**config.mk**
```make
export PLATFORM = sky130hd
export DESIGN_NAME = mix_columns_iter
export DESIGN_NICKNAME = d
export VERILOG_FILES = /design/src/rtl/mix_columns_iter.sv
export SDC_FILE = /design/constraint.sdc
export NUM_CORES = 1
export LEC_CHECK = 0
export CAP_MARGIN = 10
export CORE_MARGIN = 3
export CORE_UTILIZATION = 25
export CTS_CLUSTER_SIZE = 40
export DETAILED_ROUTE_END_ITERATION = 7
export GPL_TIMING_DRIVEN = 0
export HOLD_SLACK_MARGIN = 0.03
export PLACE_DENSITY_LB_ADDON = 0.2
export SYNTH_ARGS = -nofsm -noshare
export SYNTH_HDL_FRONTEND = slang
export SYNTH_SLANG_ARGS = --single-unit
```
**constraint.sdc**
```tcl
create_clock -name clk -period 2.7 [get_ports clk]
set_input_delay 0.405 -clock clk [delete_from_list [all_inputs] [get_ports clk]]
set_output_delay 0.405 -clock clk [all_outputs]
set_load 0.02 [all_outputs]
```
**src/rtl/mix_columns_iter.sv**
```systemverilog
// mix_columns_iter: iterative AES-128 forward MixColumns engine that
// computes COLS_PER_CYCLE columns per clock between two valid/ready ports.
// Ports: clk; rst_n (synchronous, active-low);
//        state_in/in_valid/in_ready: 128-bit state intake;
//        state_out/out_valid/out_ready: 128-bit result, held until taken;
//        busy: high from accept until the result is consumed.
module mix_columns_iter #(
    parameter int COLS_PER_CYCLE = 1
) (
    input  logic         clk,
    input  logic         rst_n,
    input  logic [127:0] state_in,
    input  logic         in_valid,
    output logic         in_ready,
    output logic [127:0] state_out,
    output logic         out_valid,
    input  logic         out_ready,
    output logic         busy
);

    if (!(COLS_PER_CYCLE == 1 || COLS_PER_CYCLE == 2 ||
          COLS_PER_CYCLE == 4)) begin : g_bad_cols
        $error("mix_columns_iter: COLS_PER_CYCLE must be 1, 2 or 4");
    end

    // One-hot so out_valid comes straight off a flop.
    localparam logic [2:0] S_IDLE = 3'b001;
    localparam logic [2:0] S_BUSY = 3'b010;
    localparam logic [2:0] S_DONE = 3'b100;

    // With 4 lanes the step is 4, which is 0 in a 2-bit counter.
    localparam logic [1:0] STEP     = 2'(COLS_PER_CYCLE);
    localparam logic [1:0] LAST_OFF = 2'(COLS_PER_CYCLE - 1);

    logic [2:0]   st_q;
    logic [2:0]   st_d;
    logic [1:0]   cnt_q;
    logic [127:0] state_q;
    logic [127:0] out_q;
    logic         accept;
    logic         last_col;

    logic [1:0]   col_idx [COLS_PER_CYCLE];
    logic [31:0]  col_res [COLS_PER_CYCLE];

    function automatic logic [7:0] xtime(input logic [7:0] b);
        return {b[6:0], 1'b0} ^ (b[7] ? 8'h1b : 8'h00);
    endfunction

    // Shared-sum form: t = s0^s1^s2^s3, then each output adds
    // its own byte back and doubles a neighbouring pair.
    function automatic logic [31:0] mix_col(input logic [31:0] c);
        logic [7:0] s0;
        logic [7:0] s1;
        logic [7:0] s2;
        logic [7:0] s3;
        logic [7:0] t;
        logic [7:0] o0;
        logic [7:0] o1;
        logic [7:0] o2;
        logic [7:0] o3;
        s0 = c[7:0];
        s1 = c[15:8];
        s2 = c[23:16];
        s3 = c[31:24];
        t  = s0 ^ s1 ^ s2 ^ s3;
        o0 = t ^ s0 ^ xtime(s0 ^ s1);
        o1 = t ^ s1 ^ xtime(s1 ^ s2);
        o2 = t ^ s2 ^ xtime(s2 ^ s3);
        o3 = t ^ s3 ^ xtime(s3 ^ s0);
        return {o3, o2, o1, o0};
    endfunction

    assign accept   = in_valid & in_ready;
    assign last_col = st_q[1] && ((cnt_q + LAST_OFF) == 2'd3);

    // FSM: state register
    always_ff @(posedge clk) begin
        if (!rst_n) begin
            st_q <= S_IDLE;
        end else begin
            st_q <= st_d;
        end
    end

    // FSM: next state
    always_comb begin
        st_d = st_q;
        unique case (1'b1)
            st_q[0]: if (accept)    st_d = S_BUSY;
            st_q[1]: if (last_col)  st_d = S_DONE;
            st_q[2]: if (out_ready) st_d = S_IDLE;
            default:                st_d = S_IDLE;
        endcase
    end

    // FSM: outputs
    always_comb begin
        in_ready  = st_q[0] & rst_n;
        busy      = ~st_q[0];
        out_valid = st_q[2];
    end

    assign state_out = out_q;

    // Column lanes for this cycle.
    always_comb begin
        for (int k = 0; k < COLS_PER_CYCLE; k++) begin
            col_idx[k] = cnt_q + 2'(k);
            col_res[k] = mix_col(state_q[{col_idx[k], 5'b0} +: 32]);
        end
    end

    // Datapath: input latch, column counter, result register.
    always_ff @(posedge clk) begin
        if (!rst_n) begin
            state_q <= '0;
            cnt_q   <= '0;
            out_q   <= '0;
        end else if (accept) begin
            state_q <= state_in;
            cnt_q   <= '0;
        end else if (st_q[1]) begin
            cnt_q <= cnt_q + STEP;
            for (int k = 0; k < COLS_PER_CYCLE; k++) begin
                out_q[{col_idx[k], 5'b0} +: 32] <= col_res[k];
            end
        end
    end

endmodule
```
=== Word level (Yosys, flattened, before mapping) ===
Cells that the tools add are included.

* Bits in registers: 261
* Input bits: 132
* Output and inout port bits: 131

* $add $sub $neg: 2
* Equal/unequal tests: 1
* Shifts and indexed selects: 3
* Muxes and demuxes: 9
* Bitwise operators: 23
* Reductions and logical operators: 3

{| class="wikitable"
|+ Operator list
! operator !! number
|-
| bitwise mux 128 bit || 1
|-
| variable shift 32 x 9 -> 128 bit, first input constant || 1
|-
| indexed part select 128 x 8 -> 32 bit || 1
|-
| indexed part select 32 x 9 -> 128 bit || 1
|-
| XOR 8 bit || 14
|-
| XOR 8 x 5 -> 8 bit || 4
|-
| two-way mux 5 bit || 4
|-
| negator 7 -> 9 bit || 1
|-
| one-hot mux 3 bit (3 select lines) || 1
|-
| two-way mux 3 bit || 2
|-
| inverter 1 bit || 3
|-
| adder 2 x 1 -> 2 bit, second input constant || 1
|-
| AND 1 bit || 2
|-
| equality test 2 bit, second input constant || 1
|-
| two-way mux 2 bit || 1
|-
| AND reduction 2 bit || 1
|-
| OR reduction 2 bit || 1
|-
| logical AND 1 bit || 1
|}

=== Logic depth before layout (Yosys ltp) ===
Gate-level depths: netlist of the first run.

* Word-level depth: 8
* Depth in mapped cells: 10

=== Least setup slack after synthesis of the first run ===
OpenSTA, ideal clock, no wires.

* Path type: reg2reg
* Start: reg cnt_q[0]
* End: reg out_q[75] (netlist: state_out[75])
* Library setup time: 0.060 ns
* Data arrival time: 2.411 ns
* Setup slack: 0.229 ns
* Cell stages (with the launch flop): 11
* Path buffers: 4
* Clock period less this slack: 2.471 ns
* Path through: dfxtp_1 buf_6 buf_12 inv_1 ha_1 inv_1 a2111oi_0 and3_1 buf_1 buf_2 a22o_1

* Word-level cells in the longest chain between the ends: 8
* Elaborated cells between the ends (all ways): 27

{| class="wikitable"
|+ Ends and longest elaborated chain
! element !! RTL line !! source
|-
| start, declared || 37 || <nowiki>logic [1:0] cnt_q;</nowiki>
|-
| start signal, assigned || 124 || <nowiki>cnt_q <= cnt_q + STEP;</nowiki>
|-
| indexed part select 128 x 8 -> 32 bit || 110 || <nowiki>col_res[k] = mix_col(state_q[{col_idx[k], 5'b0} +: 32]);</nowiki>
|-
| XOR 8 bit || 66, 67 ||
|-
| XOR 8 bit (2 in series) || 66 || <nowiki>t = s0 ^ s1 ^ s2 ^ s3;</nowiki>
|-
| XOR 8 bit, on equally long branches (2 in series) || - ||
|-
| indexed part select 32 x 9 -> 128 bit || 126 || <nowiki>out_q[{col_idx[k], 5'b0} +: 32] <= col_res[k];</nowiki>
|-
| bitwise mux 128 bit (*) || 126 ||
|-
| end signal, assigned by index || 126 ||
|-
| end, declared || 39 || <nowiki>logic [127:0] out_q;</nowiki>
|}

Every way passes the cells marked *; elsewhere a longest branch is shown, timed or not.
A chain may end at the register's enable or synchronous reset.

=== Worst setup path after layout of the first run ===
* Start: reg cnt_q[0]
* End: reg out_q[18] (netlist: state_out[18])

Same word-level chain as after synthesis.

==> impl_summary.log, run 1 <==
INFO  metric area.growth.synth_to_final = 41.3%
INFO  metric final.min_clock_period = ~2.6 ns
INFO  metric synth-adder-area-share = less than 1%
INFO  metric cts_max_level = 1
INFO  metric timing.clock.skew = 0.0102 ns
INFO  metric timing.hold.worst.class = input pin to flop
INFO  metric post-route-period-util = 95.1%
INFO  metric area.sequential = 0.00523 mm^2
INFO  metric post-synth-top-area-fraction = approximately 49%
INFO  metric core = between 0.04 and 0.05 mm^2
INFO  metric drt-pass1-iter-count = 5
INFO  metric crit_path_top_delay_cell = sky130_fd_sc_hd__mux4_2
INFO  metric cellPowerDensity = 709 mW/mm^2
INFO  metric postSynthCellCount = 1069
INFO  metric row_count = 75
INFO  metric cellLeakagePower = around 0.0062 uW
INFO  metric hold_path.startpoint = rst_n
INFO  metric multi_input_area = slightly above 0.005 mm^2
INFO  metric crit_required = 3.18 ns
INFO  metric final-hold-violation-count = 0
INFO  metric p_clk_share = a little under two fifths
INFO  metric critical_path_peak_fanout = 10
INFO  metric path_delay_family = XOR/XNOR gates
INFO  metric number_of_clock_sinks = roughly 260
INFO  metric final.setup.tns = 0 ns
INFO  metric globalplace.congestion = approximately 0.81
INFO  metric critical_path.reg2reg.startpoint = cnt_q[0]
INFO  metric avgRoutedWirePerCell = 19.8 um
INFO  metric timing.rr.end = state_out[18]
INFO  metric holdPathStages = 3
INFO  metric timing_worst_slew_pin_value = between 0.7 and 0.8 ns
INFO  metric synth_cell_types = 31
INFO  metric post_route_cells_drive_above_1_share = ~9%
INFO  metric cp_num_buf_inv = 1
INFO  metric maxClockFrequency = roughly 0.39 GHz
INFO  metric combinational_family_with_the_most_area_after_synthesis = simple AND/OR/NAND/NOR gates
INFO  metric syn_area = about 0.011 mm^2
INFO  metric kind_of_end_point_of_the_critical_path = flop
INFO  metric io_pins = between 200 and 300
INFO  metric final_util = 35.8%
INFO  metric post_drt_via_cell_ratio = 4.61
INFO  metric yosys.area_share.simple = around 19%
INFO  metric pwr-share-seq = 39.1%
INFO  metric setup-violations-final = 0
INFO  metric report.final.slew_viol_count = 0
INFO  metric die_area = 0.0452 mm^2
INFO  metric pwr-share-comb = roughly 24%
INFO  metric muxShareOfSynthArea = about 7%
INFO  metric synth.yosys.seq_area_share = about 49%
INFO  metric grt_start_max_net_pins = 14
INFO  metric port-buffer-count = 261
INFO  metric ctsRootBufferMaster = sky130_fd_sc_hd__clkbuf_16
INFO  metric worstRegToRegCells = 5
INFO  metric slew_headroom = 48.2%
INFO  metric synth-compound-area-share = 8.56%
INFO  metric die_height = between 200 and 250 um
INFO  metric setup.worst_path.start_class = flop
INFO  metric fin_nets = about 1500
INFO  metric max-vdd-ir-drop = between 400 and 500 uV
INFO  metric layout.cell_area.non_filler = between 0.015 and 0.02 mm^2
INFO  metric mappedNetlistNets = ~1200
INFO  metric r2r_slack = 0.13 ns
INFO  metric n_fill_cell = ~4300
INFO  metric intPower = approximately 7600 uW
INFO  metric drt-initial-drc-count = approximately 600
INFO  metric ys_seq_elements = 261
INFO  metric grt.overflow.total = 0
INFO  metric synth-warning-count = 0
INFO  metric grt_antenna_before_repair = 1
INFO  metric global_route_total_usage_across_every_layer = approximately 16%
INFO  metric antenna_cells = 0
INFO  metric cap_violations = 0
INFO  metric chipWidth = approximately 210 um
INFO  metric endpoint_worst_hold = st_q[1]
INFO  metric detail-route-antenna-nets = 0
INFO  metric net-switching-power = a little over 3000 uW
INFO  metric placedInstanceArea = 0.0139 mm^2
INFO  metric postSynthAreaPerCell = 9.97 um^2
INFO  metric fin_total_pwr = roughly 11000 uW
INFO  metric critical_path_arrival = between 3 and 4 ns
INFO  metric drt_wl_total = 37900 um
INFO  metric route.detailed.drc = 0
INFO  metric largest_buffer_count_on_any_clock_path = 3
INFO  metric post_layout_nonfiller_instances = ~1900
INFO  metric cts_made_buffers = 29
INFO  metric clock_latency = approximately 0.54 ns
INFO  metric first_global_vias = between 8000 and 9000
INFO  metric start_util = approximately 25%
INFO  metric route.vias.total = between 8000 and 9000
INFO  metric ys_top_cells_by_area = sky130_fd_sc_hd__dfxtp_1 49%, sky130_fd_sc_hd__nand2_1 12%, sky130_fd_sc_hd__xnor3_1 8.7%
INFO  metric placed_cells_incl_taps = around 1900
INFO  metric netSwitchingFraction = between 20 and 30%
INFO  metric post-dp-hpwl = 29600 um
INFO  metric critPathKind = flop to flop
INFO  metric yosys.area_share.xor_xnor = about an eighth
INFO  metric clk_pin_slew_worst_paths = around 0.060 ns
INFO  metric wire_length_of_the_first_global_routing_pass = about 55000 um
INFO  metric status = completed
INFO  metric cp_cell_sequence = buf_4 -> mux4_2 -> xnor3_1 -> xor2_1 -> a22o_1
INFO  metric cpPeakStageDelay = between 0.6 and 0.7 ns
INFO  metric synth_top_area_cell = sky130_fd_sc_hd__dfxtp_1
INFO  metric cts_tree = yes
==> flip-flops by register name (all words and copies together), names as in the netlist <==
signal     count
state_out    128
st_q           3
cnt_q          2
state_q      128
==> per-stage QoR <==
step,worst slack (ns),hold WS [ns]
2_1_floorplan,0.229,0.431
3_3_place_gp,-0.656,0.437
3_5_place_dp,-0.696,0.443
4_1_cts,0.0143,0.291
5_1_grt,-0.0347,0.332
6_report,0.133,0.332
==> final cells by class <==
class	instances	share of cell area, %
Sequential cell	261	34.7
Multi-Input combinational cell	725	34.4
Timing Repair Buffer	265	17.5
Clock buffer	44	5.79
Tap cell	539	4.48
Buffer	73	2.38
Clock inverter	4	0.465
Inverter	6	0.174
==> cell usage in the layout, fill, tap and decap left out, types with 2 or more instances in the layout <==
| cell type | count |
|---|---|
| sky130_fd_sc_hd__xnor3_1 | 38 |
| sky130_fd_sc_hd__ha_1 | 6 |
| sky130_fd_sc_hd__clkbuf_8 | 9 |
| sky130_fd_sc_hd__a22o_1 | 56 |
| sky130_fd_sc_hd__o21ai_1 | 35 |
| sky130_fd_sc_hd__bufinv_16 | 2 |
| sky130_fd_sc_hd__inv_1 | 5 |
| sky130_fd_sc_hd__buf_1 | 2 |
| sky130_fd_sc_hd__or4_4 | 2 |
| sky130_fd_sc_hd__nor2_1 | 3 |
| sky130_fd_sc_hd__o21ai_0 | 39 |
| sky130_fd_sc_hd__clkbuf_16 | 29 |
| sky130_fd_sc_hd__xor2_2 | 3 |
| sky130_fd_sc_hd__xnor2_2 | 7 |
| sky130_fd_sc_hd__buf_4 | 9 |
| sky130_fd_sc_hd__xnor3_2 | 3 |
| sky130_fd_sc_hd__clkbuf_2 | 4 |
| sky130_fd_sc_hd__xnor2_1 | 5 |
| sky130_fd_sc_hd__nand2_1 | 331 |
| sky130_fd_sc_hd__clkbuf_1 | 60 |
| sky130_fd_sc_hd__mux4_2 | 32 |
| sky130_fd_sc_hd__dfxtp_1 | 259 |
| sky130_fd_sc_hd__clkdlybuf4s50_1 | 261 |
| sky130_fd_sc_hd__xnor2_4 | 5 |
| sky130_fd_sc_hd__buf_2 | 2 |
| sky130_fd_sc_hd__buf_12 | 2 |
| sky130_fd_sc_hd__and3_1 | 2 |
| sky130_fd_sc_hd__a21oi_1 | 2 |
| sky130_fd_sc_hd__a31oi_1 | 2 |
| sky130_fd_sc_hd__xor3_1 | 3 |
| sky130_fd_sc_hd__buf_6 | 3 |
| sky130_fd_sc_hd__clkinv_2 | 2 |
| sky130_fd_sc_hd__nand3_1 | 131 |
| sky130_fd_sc_hd__a31oi_2 | 2 |
| sky130_fd_sc_hd__xor2_1 | 8 |
==> how the worst max path moves through the flow <==
stage,from,to,depth (start not counted)
2_1_floorplan,cnt_q[0],state_out[75],10
3_3_place_gp,cnt_q[1],state_out[92],9
3_5_place_dp,cnt_q[1],state_out[83],9
4_1_cts,cnt_q[0],state_out[23],9
5_1_grt,cnt_q[0],state_out[87],6
6_report,cnt_q[0],state_out[18],5
==> worst register-to-register path, stage by stage (launching register included) <==
cell	delay, ns
sky130_fd_sc_hd__dfxtp_4	0.39
sky130_fd_sc_hd__buf_4	0.28
sky130_fd_sc_hd__mux4_2	0.69
sky130_fd_sc_hd__xnor3_1	0.42
sky130_fd_sc_hd__xor2_1	0.50
sky130_fd_sc_hd__a22o_1	0.25
==> logic make-up (layout without fill, tap and decap cells) <==
group / after synthesis / after routing
DFF: 261 / 261
AOI/OAI and AO/OA: 138 / 138
xor gates and xnor gates: 72 / 72
muxes: 33 / 33
buffers and inverters: 83 / 392
adders and majority gates: 6 / 6
and+or+nand+nor: 476 / 476
==> what timing repair did <==
item / 4_1_cts / 5_1_grt
resized for setup: 22 / 25
hold buffers: 0 / 0
buffers inserted: 0 / 4
hold endpoints to repair: 0 / 0
pin swaps: 0 / 2
setup endpoints to repair: 119 / 100
cloned: 0 / 0
==> per-layer routing <==
metal,up-vias,share of wire (%),global-route usage [%],routed length (um)
li1,4246,-,-,-
met1,4261,45,21.8,17000
met2,285,47,27.3,18000
met3,52,5.8,2.70,2180
met4,2,2.1,3.85,783
met5,-,0.037,0,14
==> power by group through the flow <==
stage | Combinational (uW) | Sequential [uW] | Clock (uW)
detailed placement | 2550 | 4260 | 0
global placement | 2560 | 4250 | 0
global route | 2770 | 4200 | 4170
floorplan | 1480 | 4300 | 0
CTS | 2600 | 4180 | 4010
finish | 2590 | 4180 | 3920
==> cell usage after synthesis, drive strengths merged <==
cell / instances
nand2b: 1
xnor3: 41
or4: 2
a22o: 56
and3: 3
mux2i: 1
nor4: 2
nand3: 133
clkbuf: 62
ha: 6
nand2: 332
mux4: 32
dfxtp: 261
o21ai: 74
buf: 15
a21oi: 2
a2111oi: 1
xnor2: 17
a31oi: 4
inv: 6
xor2: 11
nor2: 3
o31ai: 1
xor3: 3
Power figures use the tool's default switching activity.
==> inputs of run 2 (changes only) <==
REMOVE_ABC_BUFFERS = 1   (was default)
==> run 2 against run 1 <==
Compared with the run above: largest power group is now the clock network; fmax down 0.11%; critical endpoint is now state_out[52]; clock power up 22%; clock skew up 0.0081 ns; sequential power about the same.
==> impl_summary.log, run 2 (synthesis gave the netlist of run 1 again) <==
INFO  metric first_global_vias = between 8000 and 9000
INFO  metric detail-route-antenna-nets = 0
INFO  metric timing.hold.worst.class = input pin to flop
INFO  metric max-vdd-ir-drop = 356 uV
INFO  metric avgRoutedWirePerCell = 20.0 um
INFO  metric grt_start_max_net_pins = around 90
INFO  metric core = roughly 0.042 mm^2
INFO  metric holdPathStages = 3
INFO  metric final.min_clock_period = ~2.6 ns
INFO  metric intPower = 8270 uW
INFO  metric maxClockFrequency = 0.389 GHz
INFO  metric global_route_total_usage_across_every_layer = between 10% and 20%
INFO  metric cts_made_buffers = 34
INFO  metric die_area = approximately 0.045 mm^2
INFO  metric row_count = 75
INFO  metric route.vias.total = around 8500
INFO  metric timing.clock.skew = between 0.015 and 0.02 ns
INFO  metric crit_required = between 3 and 4 ns
INFO  metric area.growth.synth_to_final = 43.8%
INFO  metric drt-pass1-iter-count = 5
INFO  metric fin_nets = 1448
INFO  metric multi_input_area = between 0.005 and 0.006 mm^2
INFO  metric grt_antenna_before_repair = 2
INFO  metric die_height = between 200 and 250 um
INFO  metric critPathKind = flop to flop
INFO  metric antenna_cells = 0
INFO  metric most-common-layout-cells = 332 x sky130_fd_sc_hd__nand2_1, 261 x sky130_fd_sc_hd__clkdlybuf4s50_1, 259 x sky130_fd_sc_hd__dfxtp_1
INFO  metric net-switching-power = roughly 3200 uW
INFO  metric post_drt_via_cell_ratio = about 4.6
INFO  metric unrepaired_setup_endpoints_after_global_routing = no
INFO  metric critical_path.reg2reg.startpoint = cnt_q[0]
INFO  metric globalplace.congestion = ~0.72
INFO  metric post-route-period-util = between 90% and 100%
INFO  metric final.setup.tns = 0 ns
INFO  metric largest_buffer_count_on_any_clock_path = 3
INFO  metric timing_worst_slew_pin_value = between 0.7 and 0.8 ns
INFO  metric worstRegToRegCells = 5
INFO  metric report.final.slew_viol_count = 0
INFO  metric placed_cells_incl_taps = about 1800
INFO  metric pwr-share-comb = 21.7%
INFO  metric critical_path_arrival = between 2 and 3 ns
INFO  metric critical_path_peak_fanout = 6
INFO  metric io_pins = between 200 and 300
INFO  metric r2r_slack = about 0.13 ns
INFO  metric path_delay_family = XOR/XNOR gates
INFO  metric clk_pin_slew_worst_paths = ~0.06 ns
INFO  metric clock_latency = roughly 0.53 ns
INFO  metric setup.worst_path.start_class = flop
INFO  metric layout_commonest_cell = sky130_fd_sc_hd__nand2_1
INFO  metric kind_of_end_point_of_the_critical_path = flop
INFO  metric port-buffer-count = ~260
INFO  metric area.sequential = ~0.0052 mm^2
INFO  metric netSwitchingFraction = 27.9%
INFO  metric cap_violations = 0
INFO  metric cts_tree = yes
INFO  metric route.detailed.drc = 0
INFO  metric post-dp-hpwl = about 26000 um
INFO  metric grt.overflow.total = 0
INFO  metric pwr-share-seq = 36.5%
INFO  metric cp_cell_sequence = buf_4 -> mux4_2 -> xnor2_4 -> xnor3_1 -> a22o_1
INFO  metric wire_length_of_the_first_global_routing_pass = 55000 um
INFO  metric endpoint_worst_hold = state_q[96]
INFO  metric timing.rr.end = state_out[52]
INFO  metric drt_wl_total = 37500 um
INFO  metric final_util = 36.5%
INFO  metric post_route_cells_drive_above_1_share = between 10% and 20%
INFO  metric post_layout_nonfiller_instances = 1875
INFO  metric drt-initial-drc-count = about 470
INFO  metric start_util = 25.4%
INFO  metric status = completed
INFO  metric cellLeakagePower = roughly 0.0063 uW
INFO  metric number_of_clock_sinks = 261
INFO  metric hold_path.startpoint = state_in[96]
INFO  metric chipWidth = ~210 um
INFO  metric final-hold-violation-count = 0
INFO  metric setup-violations-final = 0
INFO  metric crit_path_top_delay_cell = sky130_fd_sc_hd__mux4_2
INFO  metric slew_headroom = between 50% and 60%
INFO  metric cpPeakStageDelay = approximately 0.71 ns
INFO  metric cellPowerDensity = 748 mW/mm^2
INFO  metric cp_num_buf_inv = 1
INFO  metric n_fill_cell = between 4000 and 5000
INFO  metric p_clk_share = between 40% and 50%
INFO  metric cts_max_level = 2
INFO  metric ctsRootBufferMaster = sky130_fd_sc_hd__clkbuf_16
## run 2: final cells by class
type                       count  share of cell area, %
sequential                   261                   34.1
inverter                       6                  0.147
clock buffer                  52                   6.99
multi-input combinational    725                   34.0
timing repair buffer         282                   19.4
tap                          539                   4.40
clock inverter                10                  0.873
## run 2: how the worst max path moves through the flow
| stage | start | to | slack (ns) | cells after the start |
|---|---|---|---|---|
| detailed placement | cnt_q[0] | state_out[85] | -1.54 | 6 |
| global route | cnt_q[0] | state_out[84] | 0.03 | 5 |
| global placement | rst_n | state_out[27] | -13.05 | 4 |
| finish | cnt_q[0] | state_out[52] | 0.13 | 5 |
| floorplan | in_valid | state_out[100] | -2.54 | 3 |
| CTS | cnt_q[0] | state_out[20] | 0.05 | 5 |
## run 2: worst reg2reg max path, delay by kind of cell, from the launching register on
| kind | cells | cell delay (ns) |
|---|---|---|
| compound gates | 1 | 0.25 |
| flops | 1 | 0.38 |
| mux | 1 | 0.72 |
| buf+inv | 1 | 0.23 |
| xor+xnor | 2 | 0.89 |
## run 2: routing by layer
layer / wire length (um) / vias up / global-route usage (%)
met5: 36 / - / 0
met4: 691 / 4 / 4.08
met3: 2580 / 43 / 4.71
met2: 17200 / 237 / 26.4
met1: 16900 / 4093 / 21.7
li1: - / 4159 / -
## run 2: power groups by stage
stage | logic, uW | clock network [uW] | registers, uW
finish | 2490 | 4790 | 4190
global route | 2690 | 5090 | 4210
CTS | 2560 | 4940 | 4190
detailed placement | 2450 | 0 | 4310
global placement | 2400 | 0 | 4310
floorplan | 1380 | 0 | 4330
## run 2: through the flow
step | hold WS (ns) | power (uW) | setup WS [ns] | area (um^2)
floorplan | 0.431 | 5720 | -2.54 | 10300
global placement | 0.435 | 6710 | -13.05 | 13600
detailed placement | 0.441 | 6760 | -1.54 | 14000
CTS | 0.362 | 11700 | 0.0462 | 15300
global route | 0.379 | 12000 | 0.0274 | 15300
finish | 0.401 | 11500 | 0.130 | 15300
## run 2: what timing repair did
| action | in CTS | in global routing |
|---|---|---|
| gates resized for setup | 11 | 3 |
| hold buffers | 0 | 0 |
| buffers inserted | 7 | 0 |
| endpoints found under the setup margin | 128 | 18 |
| cloned | 0 | 0 |
| pin swaps | 1 | 0 |
==> inputs of run 3 (changes only) <==
CORE_MARGIN = 2   (was 3)
==> run 3 against run 2 <==
Compared with the run above: fmax down 2.3%; highest routed layer is now met4; sequential cell count unchanged; final cell count down 0.64%; clock power down 22%; combinational power about the same; largest power group is now sequential cells; largest cell class is now multi-input gates.
==> impl_summary.log, run 3 (synthesis gave the netlist of run 1 again) <==
INFO  metric post_drt_via_cell_ratio = between 4 and 5
INFO  metric area.sequential = around 0.0052 mm^2
INFO  metric layout.cell_area.non_filler = roughly 0.015 mm^2
INFO  metric post-dp-hpwl = between 20000 and 30000 um
INFO  metric die_area = approximately 0.044 mm^2
INFO  metric detail-route-antenna-nets = 0
INFO  metric setup_ws = 0.0703 ns
INFO  metric wire_length_of_the_first_global_routing_pass = between 50000 and 60000 um
INFO  metric die_height = ~210 um
INFO  metric number_of_clock_sinks = 261
INFO  metric path_delay_family = simple AND/OR/NAND/NOR gates
INFO  metric timing.hold.worst.class = input pin to flop
INFO  metric port-buffer-count = 262
INFO  metric max-vdd-ir-drop = around 410 uV
INFO  metric timing_worst_slew_pin_value = 0.748 ns
INFO  metric route.vias.total = 8440
INFO  metric fin_nets = 1444
INFO  metric critical_path_peak_fanout = 20
INFO  metric setup-violations-final = 0
INFO  metric multi_input_area = between 0.005 and 0.006 mm^2
INFO  metric kind_of_end_point_of_the_critical_path = flop
INFO  metric antenna_cells = 0
INFO  metric setup.worst_path.start_class = flop
INFO  metric clk_pin_slew_worst_paths = around 0.060 ns
INFO  metric n_fill_cell = around 4300
INFO  metric slew_headroom = 50.1%
INFO  metric timing.clock.skew = between 0.01 and 0.015 ns
INFO  metric layout_commonest_cell = sky130_fd_sc_hd__nand2_1
INFO  metric crit_required = 3.16 ns
INFO  metric start_util = 25.4%
INFO  metric core = about 0.042 mm^2
INFO  metric area.growth.synth_to_final = 41.1%
INFO  metric final-hold-violation-count = 0
INFO  metric cts_hold_buf = 0
INFO  metric final.min_clock_period = 2.63 ns
INFO  metric post_route_cells_drive_above_1_share = about a tenth
INFO  metric first_global_vias = 8690
INFO  metric drt-pass1-iter-count = 5
INFO  metric globalplace.congestion = roughly 0.73
INFO  metric io_pins = between 200 and 300
INFO  metric placedInstanceArea = 0.0140 mm^2
INFO  metric clock_latency = around 0.55 ns
INFO  metric global_route_total_usage_across_every_layer = about 17%
INFO  metric cp_common_cell = sky130_fd_sc_hd__inv_1
INFO  metric grt.overflow.total = 0
INFO  metric critPathKind = flop to flop
INFO  metric cpPeakStageDelay = between 0.7 and 0.8 ns
INFO  metric maxClockFrequency = between 0.3 and 0.4 GHz
INFO  metric cp_num_buf_inv = 3
INFO  metric most-common-layout-cells = 332 x sky130_fd_sc_hd__nand2_1, 261 x sky130_fd_sc_hd__clkdlybuf4s50_1, 259 x sky130_fd_sc_hd__dfxtp_1
INFO  metric row_count = 75
INFO  metric final.setup.tns = 0 ns
INFO  metric drt_wl_total = between 30000 and 40000 um
INFO  metric cellLeakagePower = just over 0.006 uW
INFO  metric cellPowerDensity = slightly below 700 mW/mm^2
INFO  metric drt-initial-drc-count = approximately 460
INFO  metric cp_cell_sequence = buf_12 -> inv_1 -> ha_1 -> inv_1 -> nand2_1 -> or4_4 -> o21ai_0
INFO  metric chipWidth = around 210 um
INFO  metric avgRoutedWirePerCell = between 15 and 20 um
INFO  metric status = completed
INFO  metric crit_path_top_delay_cell = sky130_fd_sc_hd__or4_4
INFO  metric grt_start_max_net_pins = 85
INFO  metric cts_made_buffers = 29
INFO  metric route.detailed.drc = 0
INFO  metric pre_cts_slack = -1.42 ns
INFO  metric cts_max_level = 1
INFO  metric cts_tree = yes
INFO  metric report.final.slew_viol_count = 0
INFO  metric critical_path_arrival = about 3.1 ns
INFO  metric grt_antenna_before_repair = 1
INFO  metric ctsRootBufferMaster = sky130_fd_sc_hd__clkbuf_16
INFO  metric cap_violations = 0
INFO  metric unrepaired_setup_endpoints_after_global_routing = yes
INFO  metric post-route-period-util = around 97%
INFO  metric largest_buffer_count_on_any_clock_path = 3
## run 3: worst reg2reg max path: stages (launching register included)
cell and delay (ns):
sky130_fd_sc_hd__dfxtp_4 0.56, sky130_fd_sc_hd__buf_12 0.23, sky130_fd_sc_hd__inv_1 0.12, sky130_fd_sc_hd__ha_1 0.31, sky130_fd_sc_hd__inv_1 0.13, sky130_fd_sc_hd__nand2_1 0.18
sky130_fd_sc_hd__or4_4 0.75, sky130_fd_sc_hd__o21ai_0 0.25
## run 3: cell type report
class | instances | share of cell area, %
Clock buffer | 44 | 5.73
Clock inverter | 5 | 0.166
Inverter | 6 | 0.150
Multi-Input combinational cell | 725 | 34.9
Sequential cell | 261 | 34.8
Tap cell | 539 | 4.48
Timing Repair Buffer | 283 | 19.8
## run 3: power breakdown
group	leakage [uW]	internal (uW)	total, uW	switching (uW)
Combinational	0.00360	1190	2520	1330
Sequential	0.00213	4060	4180	121
Clock	0.000443	2170	3760	1590
Total	0.00617	7430	10500	3040
## run 3: final timing paths
check                     from       endpoint  slack, ns  depth (start not counted)
setup / recovery      cnt_q[1]  state_out[23]       0.07                          7
hold / removal    state_in[89]    state_q[89]       0.38                          3
setup reg to reg      cnt_q[1]  state_out[23]       0.07                          7
hold reg to reg   state_q[100]   state_q[100]       0.45                          2
## run 3: metrics by stage
step	util [%]	power (uW)	std cells	hold slack, ns
4_1_cts	35.7	10700	1863	0.346
3_5_place_dp	33.2	6760	1806	0.442
6_report	35.8	10500	1863	0.384
3_3_place_gp	32.4	6700	1793	0.435
2_1_floorplan	-	5720	992	0.431
5_1_grt	35.8	11000	1863	0.366
## run 3: layer usage
layer | vias to the layer above | GRT usage [%] | routed length, um
met5 | - | 0 | 0
met4 | 0 | 3.01 | 594
met3 | 32 | 4.29 | 2350
met2 | 221 | 27.4 | 17100
met1 | 4045 | 21.8 | 16800
li1 | 4142 | - | -
## run 3: what timing repair did
| action | 4_1_cts | 5_1_grt |
|---|---|---|
| setup buffers | 8 | 0 |
| setup endpoints to repair | 128 | 8 |
| gates resized for setup | 16 | 3 |
| endpoints found under the hold margin | 0 | 0 |
| pin swaps | 1 | 0 |
